`config.mk`:
```
export PLATFORM = sky130hd
export DESIGN_NAME = ram_ctrl
export DESIGN_NICKNAME = d
export VERILOG_FILES = /design/src/rtl/ram_ctrl_pkg.sv /design/src/rtl/ram_ctrl.sv
export SDC_FILE = /design/constraint.sdc
export NUM_CORES = 1
export LEC_CHECK = 0
export BUFFER_PORTS_ARGS = -buffer_cell sky130_fd_sc_hd__buf_2
export CAP_MARGIN = 20
export CORE_MARGIN = 5
export CORE_UTILIZATION = 48
export DETAILED_ROUTE_END_ITERATION = 10
export MAX_ROUTING_LAYER = met4
export PLACE_DENSITY = 0.85
export SKIP_CTS_REPAIR_TIMING = 1
export SLEW_MARGIN = 5
export SYNTH_ARGS = -nofsm -noshare
export SYNTH_HDL_FRONTEND = slang
export SYNTH_SLANG_ARGS = --single-unit
```
`constraint.sdc`:
```
create_clock -name clk -period 3.4 [get_ports clk]
set_input_delay 0.34 -clock clk [delete_from_list [all_inputs] [get_ports clk]]
set_output_delay 0.34 -clock clk [all_outputs]
set_load 0.02 [all_outputs]
```
`src/rtl/ram_ctrl_pkg.sv`:
```
// Shared types and constants for the RAM request controller.
package ram_ctrl_pkg;

   // Default geometry of the attached RAM (4 words of 5 bits).
   localparam int DW_DEF = 5;
   localparam int AW_DEF = 2;

   // RAM strobe encodings: enable and write are both active-low.
   localparam logic EN_ACTIVE = 1'b0;
   localparam logic EN_IDLE   = 1'b1;
   localparam logic OP_WRITE  = 1'b0;
   localparam logic OP_READ   = 1'b1;

   // Controller states.
   typedef enum logic [2:0] {
      IDLE = 3'd0,
      CMD  = 3'd1,
      CAPT = 3'd2,
      RESP = 3'd3,
      INIT = 3'd4
   } state_t;

endpackage : ram_ctrl_pkg

```
`src/rtl/ram_ctrl.sv`:
```
// Request-side controller for a single-port synchronous RAM: accepts
// read/write requests on a valid/ready channel, drives registered RAM
// strobes, returns read data on a valid/ready response channel, and can
// sweep INIT_VAL into every location on request.
module ram_ctrl
   import ram_ctrl_pkg::*;
#(
   parameter int            DW       = DW_DEF,
   parameter int            AW       = AW_DEF,
   parameter logic [DW-1:0] INIT_VAL = '0
) (
   input  logic          clk,
   input  logic          rst,
   // request channel
   input  logic          req_valid,
   output logic          req_ready,
   input  logic          req_wr,
   input  logic [AW-1:0] req_addr,
   input  logic [DW-1:0] req_wdata,
   // response channel
   output logic          rsp_valid,
   input  logic          rsp_ready,
   output logic [DW-1:0] rsp_rdata,
   // init sweep
   input  logic          init_start,
   output logic          init_busy,
   // RAM side
   output logic          ram_en,
   output logic          ram_wr,
   output logic [AW-1:0] ram_add,
   output logic [DW-1:0] ram_w_data,
   input  logic [DW-1:0] ram_r_data
);

   localparam int            DEPTH     = 1 << AW;
   localparam logic [AW-1:0] LAST_ADDR = AW'(DEPTH - 1);

   state_t        state_q,      state_d;
   logic          ram_en_q,     ram_en_d;
   logic          ram_wr_q,     ram_wr_d;
   logic [AW-1:0] ram_add_q,    ram_add_d;
   logic [DW-1:0] ram_w_data_q, ram_w_data_d;
   logic          rsp_valid_q,  rsp_valid_d;
   logic [DW-1:0] rsp_rdata_q,  rsp_rdata_d;
   logic          init_busy_q,  init_busy_d;

   // init_start wins over a request in IDLE, so it also masks ready.
   assign req_ready = (state_q == IDLE) && !init_start && !rst;

   // Next-state and next-output logic for every registered signal.
   always_comb begin
      // NOTE: every signal gets a hold default first so no path through the
      // case leaves it unassigned, which would otherwise infer a latch.
      state_d      = state_q;
      ram_en_d     = ram_en_q;
      ram_wr_d     = ram_wr_q;
      ram_add_d    = ram_add_q;
      ram_w_data_d = ram_w_data_q;
      rsp_valid_d  = rsp_valid_q;
      rsp_rdata_d  = rsp_rdata_q;
      init_busy_d  = init_busy_q;

      unique case (state_q)
         IDLE: begin
            if (init_start) begin
               state_d      = INIT;
               ram_en_d     = EN_ACTIVE;
               ram_wr_d     = OP_WRITE;
               ram_add_d    = '0;
               ram_w_data_d = INIT_VAL;
               init_busy_d  = 1'b1;
            end else if (req_valid && req_ready) begin
               state_d      = CMD;
               ram_en_d     = EN_ACTIVE;
               ram_wr_d     = req_wr ? OP_WRITE : OP_READ;
               ram_add_d    = req_addr;
               ram_w_data_d = req_wdata;
            end
         end
         CMD: begin
            // The RAM executes the command on this edge; drop the enable.
            ram_en_d = EN_IDLE;
            state_d  = (ram_wr_q == OP_WRITE) ? IDLE : CAPT;
         end
         CAPT: begin
            rsp_rdata_d = ram_r_data;
            rsp_valid_d = 1'b1;
            state_d     = RESP;
         end
         RESP: begin
            if (rsp_ready) begin
               rsp_valid_d = 1'b0;
               state_d     = IDLE;
            end
         end
         INIT: begin
            // Address wraps to 0 as the last location is written.
            ram_add_d = ram_add_q + 1'b1;
            if (ram_add_q == LAST_ADDR) begin
               ram_en_d    = EN_IDLE;
               init_busy_d = 1'b0;
               state_d     = IDLE;
            end
         end
         default: begin
            state_d  = IDLE;
            ram_en_d = EN_IDLE;
         end
      endcase
   end

   // State and output registers with synchronous reset.
   always_ff @(posedge clk) begin
      // NOTE: non-blocking assignments here so every register samples the
      // pre-edge values, independent of statement order.
      if (rst) begin
         state_q      <= IDLE;
         ram_en_q     <= EN_IDLE;
         ram_wr_q     <= OP_READ;
         ram_add_q    <= '0;
         ram_w_data_q <= '0;
         rsp_valid_q  <= 1'b0;
         rsp_rdata_q  <= '0;
         init_busy_q  <= 1'b0;
      end else begin
         state_q      <= state_d;
         ram_en_q     <= ram_en_d;
         ram_wr_q     <= ram_wr_d;
         ram_add_q    <= ram_add_d;
         ram_w_data_q <= ram_w_data_d;
         rsp_valid_q  <= rsp_valid_d;
         rsp_rdata_q  <= rsp_rdata_d;
         init_busy_q  <= init_busy_d;
      end
   end

   assign ram_en     = ram_en_q;
   assign ram_wr     = ram_wr_q;
   assign ram_add    = ram_add_q;
   assign ram_w_data = ram_w_data_q;
   assign rsp_valid  = rsp_valid_q;
   assign rsp_rdata  = rsp_rdata_q;
   assign init_busy  = init_busy_q;

endmodule : ram_ctrl
```
==> results of run 1 <==
## registers in the layout, summed over array words and instances, names as in the netlist
name        count
rsp_valid       1
ram_en          1
ram_w_data      5
rsp_rdata       5
init_busy       1
ram_wr          1
state_q         3
ram_add         2
## placed cells by master, fill, tap and decap left out, types with 2 or more instances in the layout
cell                         n
sky130_fd_sc_hd__a2111oi_0   2
sky130_fd_sc_hd__a21oi_1     4
sky130_fd_sc_hd__nor3_1      6
sky130_fd_sc_hd__buf_2      34
sky130_fd_sc_hd__clkbuf_4    3
sky130_fd_sc_hd__nor2_1     10
sky130_fd_sc_hd__and3_1      2
sky130_fd_sc_hd__inv_1       4
sky130_fd_sc_hd__mux2i_1     5
sky130_fd_sc_hd__a22oi_1     3
sky130_fd_sc_hd__dfxtp_1    19
sky130_fd_sc_hd__a22o_1      5
sky130_fd_sc_hd__o21ai_0     4
## logic make-up after synthesis
group	count (synthesis)	share of synthesized area
flops	19	0.484
mux	5	0.0637
fa+ha+maj	1	0.0159
buf+inv	7	0.0430
simple gates	26	0.186
compound gates	23	0.207
## worst max path at each step
stage | endpoint | slack [ps] | depth (start not counted)
finish | req_ready | 1550 | 3
global route | req_ready | 1460 | 3
CTS | req_ready | 1580 | 3
detailed placement | req_ready | 1920 | 3
global placement | req_ready | 1970 | 3
floorplan | ram_w_data[0]$_SDFFE_PP0P_ | 2090 | 4
## area by class of cell
cell class | count | area (um^2) | area share
clock inverter | 1 | 5.00 | 0.00508
clock buffer | 3 | 22.5 | 0.0229
tap | 16 | 20.0 | 0.0203
timing repair buffer | 34 | 170 | 0.173
inverter | 4 | 15.0 | 0.0152
multi-input combinational | 55 | 372 | 0.377
sequential | 19 | 380 | 0.386
## per-stage QoR
step,cells,utilization,hold WS (ps)
floorplan,81,-,428
global placement,128,0.628,457
detailed placement,128,0.628,469
CTS,132,0.646,244
global route,132,0.646,247
finish,132,0.646,252
## metal layers
layer,vias to the layer above,global-route usage,wire length (um)
met5,-,-,0
met4,0,0.0638,23
met3,4,0.0296,134
met2,33,0.225,818
met1,332,0.160,719
li1,371,-,-
## power breakdown
group          total, mW  switching [mW]  internal (mW)  leakage (nW)
clock network      0.109          0.0652         0.0438        0.0177
registers          0.249          0.0130          0.236         0.155
logic             0.0783          0.0445         0.0338         0.294
==> summary.md, run 1 <==
| Metric | Value |
|---|---|
| # H-tree levels | `1` |
| Clock Tree Buf Depth | `2` |
| Wire length of the first global-routing pass | `2720 um` |
| X dimension of the die | `50.5 um` |
| Leftover overflow at the end of global routing | `0` |
| Fraction of synthesized cell area taken by the top area cell type | `0.484` |
| Leading post-synthesis cells by cell area | `sky130_fd_sc_hd__dfxtp_1 (48%), sky130_fd_sc_hd__mux2i_1 (6.4%), sky130_fd_sc_hd__a22o_1 (5.6%)` |
| Clock transition time at the flip-flop clock pins of the worst setup and hold paths | `110 ps` |
| Startpoint type of the worst setup path | `flip-flop` |
| Number of CTS-inserted buffers | `3` |
| Vias in the first global route | `674` |
| Cell family with the largest share of critical-path delay | `simple AND/OR/NAND/NOR gates` |
| Fillers | `138` |
| Ordered list of cells on the worst path | `nor2_1 > and3_1 > buf_2` |
| I/O pin count | `35` |
| Final layout net count | `136` |
| Number of distinct library cells after synthesis | `27` |
| Max capacitance violation total | `0` |
| Clock tree from TritonCTS | `done` |
| Most used standard cells in the synthesized netlist | `sky130_fd_sc_hd__dfxtp_1 (19), sky130_fd_sc_hd__nor2_1 (10), sky130_fd_sc_hd__nor3_1 (6), sky130_fd_sc_hd__a22o_1 (5), sky130_fd_sc_hd__mux2i_1 (5)` |
| Cell area after placement | `957 um^2` |
| Hold Crit Start | `req_wdata[0]` |
| Flop2flop setup slack | `1980 ps` |
| Critical path launch point | `state_q[2]$_SDFFE_PP0P_` |
| Destination of the worst register-to-register timing path | `rsp_rdata[0]$_SDFFE_PP0P_` |
| Slowest cell on the critical path | `sky130_fd_sc_hd__dfxtp_1` |
| # rows | `14` |
| Final antenna-violating net count | `0` |
| Number of enable-type register cells in the synthesized netlist | `0` |
| Inserted Diodes | `0` |
| DR pass1 iterations | `5` |
| Library cell occupying the most area in the post-synthesis netlist | `sky130_fd_sc_hd__dfxtp_1` |
| Max Slew Vio Count | `0` |
| Share of post-route cells with drive strength above 1 | `0.353` |
| Unrepaired setup endpoints after global routing | `false` |
| End point of the worst hold path | `ram_w_data[0]$_SDFFE_PP0P_` |
| Worst Setup End Kind | `output port` |
| Slew headroom | `0.626` |
| Setup-failing EPs final | `0` |
| Synthesized Nets | `100` |
| Crit share post-route | `0.544` |
| Fin Clk Skew | `10.6 ps` |
| Leading cell type by number of instances after synthesis | `sky130_fd_sc_hd__dfxtp_1` |
| Initial antenna violation count | `0` |
| Final hold violation count | `0` |
| Drt total wl | `1700 um` |
| Flip-flop and latch count after synthesis | `19` |
| Buffer type at the clock tree root | `sky130_fd_sc_hd__clkbuf_4` |
| Worst setup slack after placement | `1920 ps` |
| Power after layout | `436 uW` |
| RD Place Congestion | `0.890` |
| Area added between synthesis and finish | `25.3%` |
| Total power density per cell area | `443 mW/mm^2` |
| Clock period minus worst slack | `1850 ps` |
| Worst Hold Depth | `2` |
| TNS Setup | `0 ps` |
| Die height | `50.5 um` |
| Worst EP required | `3060 ps` |
| Global-route usage over all layers | `0.138` |
| HPWL reported at the end of detailed placement | `1360 um` |
| Mean post-synth cell area | `9.70 um^2` |
| Critical path buffer and inverter count | `1` |
| Vias after detailed routing | `740` |
| Core Region | `0.00152 mm^2` |
| Crit-path max cell delay | `450 ps` |
| Area of the die | `0.00255 mm^2` |
| Reg-to-Reg Start | `state_q[1]$_SDFFE_PP0P_` |
| Least-Margin Pin Slew | `558 ps` |
| Worst endpoint data arrival time | `1510 ps` |
| Classification of the worst setup path | `reg2out` |
| DR vias/cell | `5.61` |
| Maximum achievable frequency | `0.541 GHz` |
| DRC violation count after routing | `0` |
| Combined area of all synthesized cells | `786 um^2` |
| Cells after synthesis | `81` |
| Final Cell Area | `985 um^2` |
| Number of cells on the worst reg-to-reg path | `3` |
| Worst path setup slack after routing | `1550 ps` |
| Worst IR drop on VDD | `0.369 mV` |
| Pin count of the biggest net entering global routing | `15` |
| Initial cell density of the core | `0.516` |
| Prevailing post-synth register cell | `sky130_fd_sc_hd__dfxtp_1` |
| Sequential fraction of the synthesis area | `0.484` |
| Number of buffers inserted by port buffering | `34` |
| Number of violations reported at the end of detailed-routing iteration 0 | `7` |
| Clock latency on the worst-skew pair | `290 ps` |
| YS warnings | `0` |
| Static Leakage | `0.467 nW` |
| Result of the run | `finished, final reports clean` |
| Share of async-settable or async-resettable flops after synthesis | `0` |
| Path category of the worst min-delay check | `in2reg` |
| Total clock sinks | `19` |
| Top fanout value on the critical path | `14` |
| Routed length per placed instance | `12.8 um` |
Power figures use the tool's default switching activity.
==> run 2: changes to the inputs <==
--- a/config.mk
+++ b/config.mk
@@ -8,10 +8,10 @@
 export BUFFER_PORTS_ARGS = -buffer_cell sky130_fd_sc_hd__buf_2
 export CAP_MARGIN = 20
 export CORE_MARGIN = 5
-export CORE_UTILIZATION = 48
+export CORE_UTILIZATION = 44
 export DETAILED_ROUTE_END_ITERATION = 10
 export MAX_ROUTING_LAYER = met4
-export PLACE_DENSITY = 0.85
+export PLACE_DENSITY = 0.79
 export SKIP_CTS_REPAIR_TIMING = 1
 export SLEW_MARGIN = 5
 export SYNTH_ARGS = -nofsm -noshare
==> constraint.sdc (replaced) <==
create_clock -name clk -period 1.9 [get_ports clk]
set_input_delay 0.19 -clock clk [delete_from_list [all_inputs] [get_ports clk]]
set_output_delay 0.19 -clock clk [all_outputs]
set_load 0.02 [all_outputs]
==> run 2 against run 1 <==
Compared with the run above:
- design area rose by 1.1%
- power rose by 80%
- clock power rose by 81%
- via count fell by 2.8%
- clock skew fell by 5.1 ps
- global-route usage rose by 1.3 points
- die area rose by 7.3%
- sequential cell count did not move
- count of clock-buffer cells in the layout did not move
- worst hold slack got worse by 150 ps
- register-to-register slack got worse by 1500 ps
- routed wire length rose by 5.9%
- critical endpoint unchanged
- largest power group unchanged
==> summary.md, run 2 (same netlist as run 1, synthesis figures left out) <==
| Metric | Value |
|---|---|
| Result of the run | `finished, final reports clean (unchanged)` |
| Final layout net count | `136 (unchanged)` |
| Max Slew Vio Count | `0 (unchanged)` |
| Static Leakage | `0.467 nW (unchanged)` |
| Routed length per placed instance | `12.7 um (was 12.8 um)` |
| Unrepaired setup endpoints after global routing | `false (unchanged)` |
| Area added between synthesis and finish | `26.8% (was 25.3%)` |
| Cell area after placement | `968 um^2 (was 957 um^2)` |
| # rows | `15 (was 14)` |
| Maximum achievable frequency | `0.592 GHz` |
| Clock period minus worst slack | `1690 ps` |
| Clk pwr share | `0.251 (was 0.250)` |
| Max capacitance violation total | `0 (unchanged)` |
| Clock transition time at the flip-flop clock pins of the worst setup and hold paths | `110 ps (about the same)` |
| Leftover overflow at the end of global routing | `0 (unchanged)` |
| Initial antenna violation count | `0 (unchanged)` |
| DRC violation count after routing | `0 (unchanged)` |
| Ordered list of cells on the worst path | `nor2_1 > and3_1 > buf_2 (unchanged)` |
| Logic gate share of total power | `0.181 (was 0.180)` |
| # H-tree levels | `1 (unchanged)` |
| DR vias/cell | `5.10 (was 5.61)` |
| I/O pin count | `35 (unchanged)` |
| Final hold violation count | `0 (unchanged)` |
| Slew headroom | `0.637 (was 0.626)` |
| Setup-failing EPs final | `0 (unchanged)` |
| Fin Clk Skew | `5.48 ps (was 10.6 ps)` |
| Internal Dissipation | `561 uW (was 313 uW)` |
| Critical path buffer and inverter count | `1 (unchanged)` |
| Total power density per cell area | `788 mW/mm^2 (was 443 mW/mm^2)` |
| Initial cell density of the core | `0.460 (was 0.516)` |
| Clock tree from TritonCTS | `done (unchanged)` |
| Switching component of the power | `224 uW (was 123 uW)` |
| Leading cell type in the layout, fill and taps excluded | `sky130_fd_sc_hd__buf_2 (unchanged)` |
| Worst IR drop on VDD | `0.546 mV (was 0.369 mV)` |
| Classification of the worst setup path | `reg2out (unchanged)` |
| HPWL reported at the end of detailed placement | `1410 um (was 1360 um)` |
| Crit-path max cell delay | `450 ps (about the same)` |
| Die height | `52.3 um (was 50.5 um)` |
| Cell family with the largest share of critical-path delay | `simple AND/OR/NAND/NOR gates (unchanged)` |
| Worst endpoint data arrival time | `1500 ps (was 1510 ps)` |
| TNS Setup | `0 ps (unchanged)` |
| Total clock sinks | `19 (unchanged)` |
| Wire length of the first global-routing pass | `3020 um (was 2720 um)` |
| Utilization after layout | `0.583 (was 0.646)` |
| Number of violations reported at the end of detailed-routing iteration 0 | `8 (was 7)` |
| Commonest cells after routing, fill and taps aside | `sky130_fd_sc_hd__buf_2 (34), sky130_fd_sc_hd__dfxtp_1 (19), sky130_fd_sc_hd__nor2_1 (10) (unchanged)` |
| Inserted Diodes | `0 (unchanged)` |
| Final Cell Area | `996 um^2 (was 985 um^2)` |
| Number of buffers inserted by port buffering | `34 (unchanged)` |
| Share of post-route cells with drive strength above 1 | `0.353 (unchanged)` |
| Power after layout | `785 uW (was 436 uW)` |
| Top fanout value on the critical path | `14 (unchanged)` |
| Crit share post-route | `0.890` |
| Clock latency on the worst-skew pair | `290 ps (about the same)` |
| Clock Tree Buf Depth | `2 (unchanged)` |
| Pin count of the biggest net entering global routing | `15 (unchanged)` |
| Global-route usage over all layers | `0.151 (was 0.138)` |
| Drt total wl | `1800 um (was 1700 um)` |
| X dimension of the die | `52.3 um (was 50.5 um)` |
| Worst EP required | `1710 ps (was 3060 ps)` |
| DR pass1 iterations | `4 (was 5)` |
| Core Region | `0.00171 mm^2 (was 0.00152 mm^2)` |
| Number of CTS-inserted buffers | `3 (unchanged)` |
| Buffer type at the clock tree root | `sky130_fd_sc_hd__clkbuf_4 (unchanged)` |
| Share of total power consumed by net switching | `0.285 (was 0.281)` |
| Slowest cell on the critical path | `sky130_fd_sc_hd__dfxtp_1 (unchanged)` |
| Sequential fraction of design power | `0.568 (was 0.570)` |
| Area of the die | `0.00273 mm^2 (was 0.00255 mm^2)` |
| Final antenna-violating net count | `0 (unchanged)` |
| Vias after detailed routing | `719 (was 740)` |
| Startpoint type of the worst setup path | `flip-flop (unchanged)` |
| Path category of the worst min-delay check | `in2reg (unchanged)` |
| Worst Setup End Kind | `output port (unchanged)` |
| Vias in the first global route | `704 (was 674)` |
| Least-Margin Pin Slew | `542 ps (was 558 ps)` |
| RD Place Congestion | `0.846 (was 0.890)` |
## run 2: final cells by class
type                            count  area, um^2
Tap cell                           25        31.3
Timing Repair Buffer               34         170
Multi-Input combinational cell     55         372
Clock buffer                        3        22.5
Sequential cell                    19         380
Fill cell                         164         712
Clock inverter                      1        5.00
Inverter                            4        15.0
## run 2: worst register-to-register path, cell delays in order (launching register included)
cell and delay [ps]:
sky130_fd_sc_hd__dfxtp_1 450, sky130_fd_sc_hd__nor2_1 390, sky130_fd_sc_hd__and4_1 360, sky130_fd_sc_hd__a22o_1 160
## run 2: path summary, 6_finish.rpt
check                                             endpoint                        from  slack (ps)  cells after the start
worst min-delay path            ram_w_data[4]$_SDFFE_PP0P_                req_wdata[4]         100                      2
worst max-delay path                             req_ready     state_q[2]$_SDFFE_PP0P_         210                      3
worst min register to register  ram_w_data[3]$_SDFFE_PP0P_  ram_w_data[3]$_SDFFE_PP0P_         490                      1
worst max register to register  ram_w_data[0]$_SDFFE_PP0P_     state_q[2]$_SDFFE_PP0P_         500                      3
## run 2: layer usage
metal,vias to the layer above,track usage,share of wire
met2,21,0.247,0.48
met5,-,-,0
met1,325,0.176,0.45
met3,2,0.0285,0.066
li1,371,-,-
met4,0,0.0766,0.0078
## run 2: through the flow
step	worst slack, ps	instances	hold WS, ps
6_report	209	141	98.3
5_1_grt	117	141	80.3
4_1_cts	225	141	85.4
3_5_place_dp	500	137	410
3_3_place_gp	521	137	402
2_1_floorplan	586	81	278
## run 2: power groups by stage
stage / Combinational (mW) / Sequential (mW) / Clock [mW]
after global routing: 0.158 / 0.450 / 0.231
after global placement: 0.140 / 0.453 / 0
after detailed placement: 0.144 / 0.455 / 0
after CTS: 0.144 / 0.446 / 0.213
after floorplan: 0.0707 / 0.471 / 0
final: 0.142 / 0.446 / 0.197
